<file path="config.mk">
export PLATFORM = sky130hd
export DESIGN_NAME = mux_stream_rr
export DESIGN_NICKNAME = d
export VERILOG_FILES = /design/src/rtl/mux_stream_rr_pkg.sv /design/src/rtl/mux_stream_rr_arbiter.sv /design/src/rtl/mux_stream_rr.sv
export SDC_FILE = /design/constraint.sdc
export NUM_CORES = 1
export LEC_CHECK = 0
export ABC_AREA = 0
export BUFFER_PORTS_ARGS = -buffer_cell sky130_fd_sc_hd__clkbuf_2
export CORE_UTILIZATION = 30
export DETAILED_ROUTE_END_ITERATION = 8
export SLEW_MARGIN = 40
export SYNTH_ARGS = -nofsm -noshare
export SYNTH_HDL_FRONTEND = slang
export SYNTH_SLANG_ARGS = --single-unit
</file>
<file path="constraint.sdc">
create_clock -name clk -period 3.2 [get_ports clk]
set_input_delay 0.32 -clock clk [delete_from_list [all_inputs] [get_ports clk]]
set_output_delay 0.32 -clock clk [all_outputs]
set_load 0.03 [all_outputs]
</file>
<file path="src/rtl/mux_stream_rr_pkg.sv">
// Shared definitions for the stream multiplexer: mode encodings and default sizing.
package mux_stream_rr_pkg;

    typedef enum logic {
        MODE_SEL = 1'b0,
        MODE_RR  = 1'b1
    } mode_e;

    localparam int DEFAULT_WIDTH = 16;
    localparam int DEFAULT_N_IN  = 4;

endpackage

</file>
<file path="src/rtl/mux_stream_rr_arbiter.sv">
// Round-robin grant search: first asserted request starting at ptr, wrapping modulo N.
module rr_arbiter #(
    parameter int N  = 4,
    parameter int PW = 2
) (
    input  logic [N-1:0]  req,
    input  logic [PW-1:0] ptr,
    output logic [PW-1:0] grant,
    output logic          grant_valid
);

    logic [2*N-1:0] doubled;
    logic [N-1:0]   rotated;

    // Rotating right by ptr puts the highest-priority request at bit 0.
    assign doubled = {req, req} >> ptr;
    assign rotated = doubled[N-1:0];

    always_comb begin
        int unsigned idx;
        grant       = '0;
        grant_valid = 1'b0;
        idx         = 0;
        for (int unsigned k = 0; k < N; k++) begin
            if (!grant_valid && rotated[k]) begin
                idx = 32'(ptr) + k;
                if (idx >= N) idx = idx - N;
                grant       = PW'(idx);
                grant_valid = 1'b1;
            end
        end
    end

endmodule

</file>
<file path="src/rtl/mux_stream_rr.sv">
// N-input stream multiplexer with explicit-select or round-robin grant and a
// single registered output stage with valid/ready handshakes on both sides.
module mux_stream_rr
    import mux_stream_rr_pkg::*;
#(
    parameter int WIDTH     = DEFAULT_WIDTH,
    parameter int N_IN      = DEFAULT_N_IN,
    parameter int SEL_WIDTH = $clog2(N_IN)
) (
    input  logic                  clk,
    input  logic                  rst_n,
    input  logic                  mode,
    input  logic [SEL_WIDTH-1:0]  sel,
    input  logic [N_IN*WIDTH-1:0] in_data,
    input  logic [N_IN-1:0]       in_valid,
    output logic [N_IN-1:0]       in_ready,
    output logic [WIDTH-1:0]      out_data,
    output logic [SEL_WIDTH-1:0]  out_chan,
    output logic                  out_valid,
    input  logic                  out_ready
);

    logic [SEL_WIDTH-1:0] ptr;
    logic [SEL_WIDTH-1:0] ptr_next;
    logic [SEL_WIDTH-1:0] rr_grant;
    logic                 rr_valid;
    logic [SEL_WIDTH-1:0] grant;
    logic                 grant_valid;
    logic                 sel_valid;
    logic [WIDTH-1:0]     grant_data;
    logic                 load_en;
    logic                 xfer;
    logic                 rr_mode;

    rr_arbiter #(
        .N  (N_IN),
        .PW (SEL_WIDTH)
    ) u_arb (
        .req         (in_valid),
        .ptr         (ptr),
        .grant       (rr_grant),
        .grant_valid (rr_valid)
    );

    assign rr_mode = (mode_e'(mode) == MODE_RR);
    assign load_en = !out_valid || out_ready;

    // Out-of-range sel matches no channel, so it never produces a grant.
    always_comb begin
        sel_valid = 1'b0;
        for (int unsigned i = 0; i < N_IN; i++) begin
            if (sel == SEL_WIDTH'(i)) sel_valid = in_valid[i];
        end
    end

    assign grant       = rr_mode ? rr_grant : sel;
    assign grant_valid = rr_mode ? rr_valid : sel_valid;
    assign xfer        = rst_n && load_en && grant_valid;
    assign ptr_next    = (grant == SEL_WIDTH'(N_IN - 1)) ? '0 : grant + 1'b1;

    always_comb begin
        grant_data = '0;
        in_ready   = '0;
        for (int unsigned i = 0; i < N_IN; i++) begin
            if (grant == SEL_WIDTH'(i)) begin
                grant_data  = in_data[i*WIDTH +: WIDTH];
                in_ready[i] = xfer;
            end
        end
    end

    always_ff @(posedge clk) begin
        if (!rst_n) begin
            out_valid <= 1'b0;
            out_data  <= '0;
            out_chan  <= '0;
            ptr       <= '0;
        end else begin
            if (load_en) begin
                out_valid <= grant_valid;
                if (grant_valid) begin
                    out_data <= grant_data;
                    out_chan <= grant;
                end
            end
            if (xfer && rr_mode) ptr <= ptr_next;
        end
    end

endmodule
</file>
Yosys cells after proc, flatten, opt, wreduce, memory -nomap -nowiden
Index checks and enable logic that the tools add are counted.
{"block": "totals", "romBits": 0, "latchBits": 0, "memories": 0, "reg_bits": 21, "ramBits": 0, "out_inout_bits": 23, "input_bits": 74, "word_cells": 64}
{"block": "op_classes", "n_div": 0, "magnitude_cmp": 4, "n_mux": 27, "bitwise": 0, "n_eq_ne": 6, "reduce_logical": 14, "n_mul": 0, "n_shift": 1, "n_addsub": 8}
{"operator": "$mux W16", "n": 4}
{"operator": "$mux W2", "n": 10}
{"operator": "$mux W1", "n": 13}
{"operator": "$ge A3 B3 Y1 const B", "n": 3}
{"operator": "$eq A2 B2 Y1 const B", "n": 4}
{"operator": "$shr A8 B2 Y4", "n": 1}
{"operator": "$sub A2 B1 Y2 const B", "n": 4}
{"operator": "$add A2 B2 Y3 const B", "n": 2}
{"operator": "$logic_and A1 B1 Y1", "n": 6}
{"operator": "$eq A2 B1 Y1 const B", "n": 2}
{"operator": "$logic_not A1 Y1", "n": 4}
{"operator": "$logic_not A2 Y1", "n": 2}
{"operator": "$add A2 B1 Y3 const B", "n": 1}
{"operator": "$ge A2 B3 Y1 const B", "n": 1}
{"operator": "$add A2 B1 Y2 const B", "n": 1}
{"operator": "$reduce_and A2 Y1", "n": 1}
{"operator": "$logic_or A1 B1 Y1", "n": 1}

Depth between registers and ports, before layout
{"block": "depth", "depth_word": 17, "depth_mapped": 11, "ltp_nobuf": 9}

Hierarchy
A second synthesis with hierarchy kept.
{"block": "unflattened", "cells_unflattened": 163, "hier_area_um2": 1478.9}
{"module": "mux_stream_rr", "n_inst": 1, "area_per_inst_um2": 1405.1, "cells_per_inst": 151, "seq_area_each_um2": 420.4}
{"module": "rr_arbiter", "n_inst": 1, "area_per_inst_um2": 73.8, "cells_per_inst": 12, "seq_area_each_um2": 0.0}

Least setup slack after synthesis
Ideal clock, no wire load.
{"block": "synth_timing", "kind": "reg2out", "startpoint": "reg ptr[1]", "endpoint": "out in_ready[2]", "arrival_ns": 2.430, "slack_ns": 0.450, "required_time_ns": 2.880, "stages_incl_launch_ff": 10, "path_cell_list": "dfxtp_1 -> or4bb_1 -> o311ai_0 -> o211ai_1 -> inv_1 -> ha_1 -> clkbuf_1 -> clkinv_1 -> clkbuf_1 -> nor2_1"}
{"block": "synth_via", "elab_chain_len": 14, "word_cells_on_any_way": 35}
{"item": "from (decl)", "line_no": "mux_stream_rr.sv:23", "source": "logic [SEL_WIDTH-1:0] ptr;"}
{"item": "from (signal assigned)", "line_no": "mux_stream_rr.sv:86", "source": "if (xfer && rr_mode) ptr <= ptr_next;"}
{"item": "branches (longest 10 deep; another with $add A2 B1 Y3)"}
{"item": "$mux W2 (*)", "line_no": "mux_stream_rr_arbiter.sv:25", "source": "if (!grant_valid && rotated[k]) begin"}
{"item": "$mux W2 (*)", "line_no": "mux_stream_rr.sv:56", "source": "assign grant = rr_mode ? rr_grant : sel;"}
{"item": "net grant[1]", "line_no": "mux_stream_rr.sv:27", "source": "logic [SEL_WIDTH-1:0] grant;"}
{"item": "$eq A2 B2 Y1 (*)", "line_no": "mux_stream_rr.sv:65", "source": "if (grant == SEL_WIDTH'(i)) begin"}
{"item": "$mux W1 (*)", "line_no": "mux_stream_rr.sv:65"}
{"item": "to (decl)", "line_no": "mux_stream_rr.sv:16", "source": "output logic [N_IN-1:0] in_ready,"}
Mark *: on every way through the listed nets, which the timed path passes.

Final worst setup path
{"block": "layout_timing", "startpoint": "reg ptr[0]", "endpoint": "out in_ready[2]"}
Same word-level chain as after synthesis.

==> results.py <==
metrics = {
    "floorplan": {
        "die_w_um": 73.9,
        "num_io_pins": 97,
        "rows": 25,
        "fp.dieH_um": 73.9,
        "start_util_pct": 32.0,
        "die_area_mm2": 0.00547,
        "core-area_mm2": 0.00485,
    },
    "yosys": {
        "synthCells": 189,
        "yosys_register_bits": 21,
        "syn-mean-instance-area_um2": 8.22,
        "synth_compound_area_share_pct": 39.8,
        "ys_seq_area_share_pct": 27.1,
        "syn-cell-area_mm2": 0.00155,
        "yosysUniqueCellTypes": 38,
        "syn-num-nets": 267,
        "synth_mux_area_share_pct": 4.51,
        "synth_top_family_by_area": "compound AO/OA/AOI/OAI gates",
        "synth_fa_ha_area_share_pct": 3.22,
        "synth_xor_area_share_pct": 0,
        "yosysWarnings": 0,
        "yosys.area_share.simple_pct": 18.7,
    },
    "grt": {
        "grt_pass1_wl_mm": 7.87,
        "antenna_found_initial": 0,
        "track_usage_pct": 18.5,
        "grt-ovfl-total": 0,
        "grt_max_degree": 31,
        "first_global_vias": 1648,
    },
    "layout": {
        "final_nets": 356,
        "diodes": 0,
        "seqCellArea_um2": 420,
        "utilization_pct": 44.1,
        "syn_to_final_growth_pct": 37.6,
        "drive_gt1_share_pct": 40.8,
        "n_fill_cell": 510,
        "fin_cells": 344,
        "multi_input_area_mm2": 0.00103,
    },
    "cts": {
        "cts_sinks": 21,
        "clockBufferDepth": 2,
        "ctsResizeCount": 0,
        "clock_latency_ns": 0.26,
        "root_buffer": "clkbuf_8",
        "postCtsSetupBuffers": 0,
        "cts.htree.levels": 1,
        "cts_buffers": 3,
        "tritoncts": "done",
        "path_clk_slew_ns": 0.08,
        "hold_buffers": 0,
    },
    "timing": {
        "period_share_pct": 92.0,
        "min_period_ns": 2.94,
        "max_freq_mhz": 340,
        "hold_viol": 0,
        "slew_headroom_pct": 57.0,
        "rsz0062_at_grt": "no",
        "drv_slew": 0,
        "whs_ns": 0.406,
        "setup_violations": 0,
        "worstMarginPinSlew_ns": 0.642,
        "fin_skew_ns": 0.00193,
        "setup_tns_ns": 0,
    },
    "placement": {
        "place_hpwl_mm": 3.75,
        "gp_congestion": 0.854,
        "place_inst": 340,
        "io_buffer_count": 96,
    },
    "min_path": {
        "hold_path.class": "in -> reg",
    },
    "power_and_ir_drop": {
        "p_leak_nw": 1.08,
        "irDropWorstVdd_uv": 163,
        "power.density_mw_per_mm2": 425,
        "total_power_mw": 0.908,
    },
    "route": {
        "antenna_left": 0,
        "wl_mm": 4.92,
        "via_per_inst": 5.18,
        "drc": 0,
        "wl_per_cell_um": 14.3,
        "drtPass1Iterations": 4,
        "drt_iter0_drc": 145,
        "vias": 1782,
    },
    "worst_setup_path": {
        "start_kind": "flop",
        "worstPathRequired_ns": 2.88,
        "critPathMaxFanout": 18,
        "worstSetupEndpointType": "primary output",
        "crit_type": "reg -> out",
        "cp.arrival_ns": 2.62,
    },
    "job": {
        "maxCapViolCount": 0,
    },
    "status": {
        "status": "complete, no violations",
    },
}
-- state kept, by name, indices dropped and copies added (netlist names) --
register	count
out_chan	2
out_data	16
out_valid	1
ptr	2
-- synth_stat cells --
master / n / share of area (%)
buf_6: 1 / 0.73
a211oi_1: 1 / 0.48
or2_2: 1 / 0.40
o311ai_0: 1 / 0.56
or2b_1: 2 / 0.97
o221a_2: 1 / 0.73
or4bb_1: 2 / 1.5
nand3b_1: 1 / 0.48
or4_4: 1 / 0.73
a21o_1: 15 / 7.3
dfxtp_1: 21 / 27
o211ai_1: 1 / 0.48
nor2_1: 21 / 5.1
buf_2: 2 / 0.64
nor3_1: 1 / 0.32
and3_1: 4 / 1.6
nand3_1: 2 / 0.64
clkbuf_1: 14 / 3.4
mux2i_1: 1 / 0.64
ha_1: 4 / 3.2
nand2_1: 19 / 4.6
clkinv_1: 1 / 0.24
o31ai_1: 15 / 7.3
inv_1: 6 / 1.5
mux2_4: 1 / 0.97
mux4_2: 1 / 1.5
o22ai_1: 1 / 0.40
a21oi_1: 5 / 1.6
a311oi_1: 1 / 0.56
mux2i_4: 1 / 1.5
a221oi_1: 16 / 9.0
o311a_1: 15 / 9.7
buf_1: 1 / 0.24
nor2b_1: 2 / 0.81
a2111o_1: 1 / 0.73
o41a_1: 1 / 0.73
nand2b_1: 4 / 1.6
o21ai_0: 1 / 0.32
-- power breakdown --
part / total [mW] / switching (mW) / internal, mW
logic: 0.416 / 0.245 / 0.171
clock network: 0.173 / 0.0847 / 0.0886
registers: 0.319 / 0.0219 / 0.297
total: 0.908 / 0.352 / 0.556
-- layer usage --
metal	global-route usage, %	vias up	share of wire [%]
li1	-	914	-
met1	26.1	802	46
met2	29.1	62	47
met3	2.71	4	5.9
met4	5.34	0	1.0
met5	0	-	0
-- cells in the final DEF, fill, tap and decap left out, drive strengths merged --
cell      synthesis  final
o221a             1      1
o22ai             1      1
mux2i             2      2
a21oi             5      5
or4bb             2      2
nand2b            4      4
a21o             15     15
or2b              2      2
a221oi           16     16
clkinvlp          0      1
nor3              1      1
buf               4      6
nand2            19     19
mux2              1      1
a311oi            1      1
o21ai             1      1
o311a            15     15
nor2             21     21
o311ai            1      1
or4               1      1
nand3             2      2
inv               6      6
mux4              1      1
and3              4      4
o41a              1      1
dfxtp            21     21
ha                4      4
o31ai            15     15
nand3b            1      1
a2111o            1      1
a211oi            1      1
clkbuf           14    100
o211ai            1      1
or2               1      1
nor2b             2      2
-- per-stage QoR --
step	area [µm²]	setup slack [ns]
after CTS	2130	0.143
after detailed placement	2090	0.303
after global routing	2140	0.0345
after global placement	2080	0.361
after floorplan	1550	0.450
final	2140	0.257
-- critical path: stages (launching register included) --
cell,delay [ns]
dfxtp_1,0.36
or4bb_1,0.50
a2111o_1,0.41
o211ai_1,0.18
inv_1,0.12
ha_1,0.24
clkinvlp_4,0.26
nor2_1,0.10
clkbuf_2,0.19
-- cells by family (layout without fill, tap and decap cells) --
group           count (synthesis)  in the layout
flops                          21             21
compound gates                 75             75
buf+inv                        25            113
simple gates                   60             60
mux                             4              4
fa+ha+maj                       4              4
-- final cells by class --
class,instances,share of cell area (%)
Tap cell,67,3.93
Sequential cell,21,19.7
Clock buffer,4,2.11
Inverter,7,1.41
Timing Repair Buffer,102,24.6
Multi-Input combinational cell,143,48.3
-- final timing paths --
| kind | endpoint | start | slack [ns] | depth (start not counted) |
|---|---|---|---|---|
| setup / recovery | in_ready[2] | ptr[0]$_SDFFE_PN0P_ | 0.26 | 8 |
| hold / removal | out_data[15]$_SDFFE_PN0P_ | in_data[63] | 0.41 | 4 |
| setup reg to reg | out_data[2]$_SDFFE_PN0P_ | ptr[0]$_SDFFE_PN0P_ | 0.40 | 9 |
| hold reg to reg | out_chan[1]$_SDFFE_PN0P_ | out_chan[1]$_SDFFE_PN0P_ | 0.49 | 2 |
Note: power is estimated with default switching activity, not from simulation.
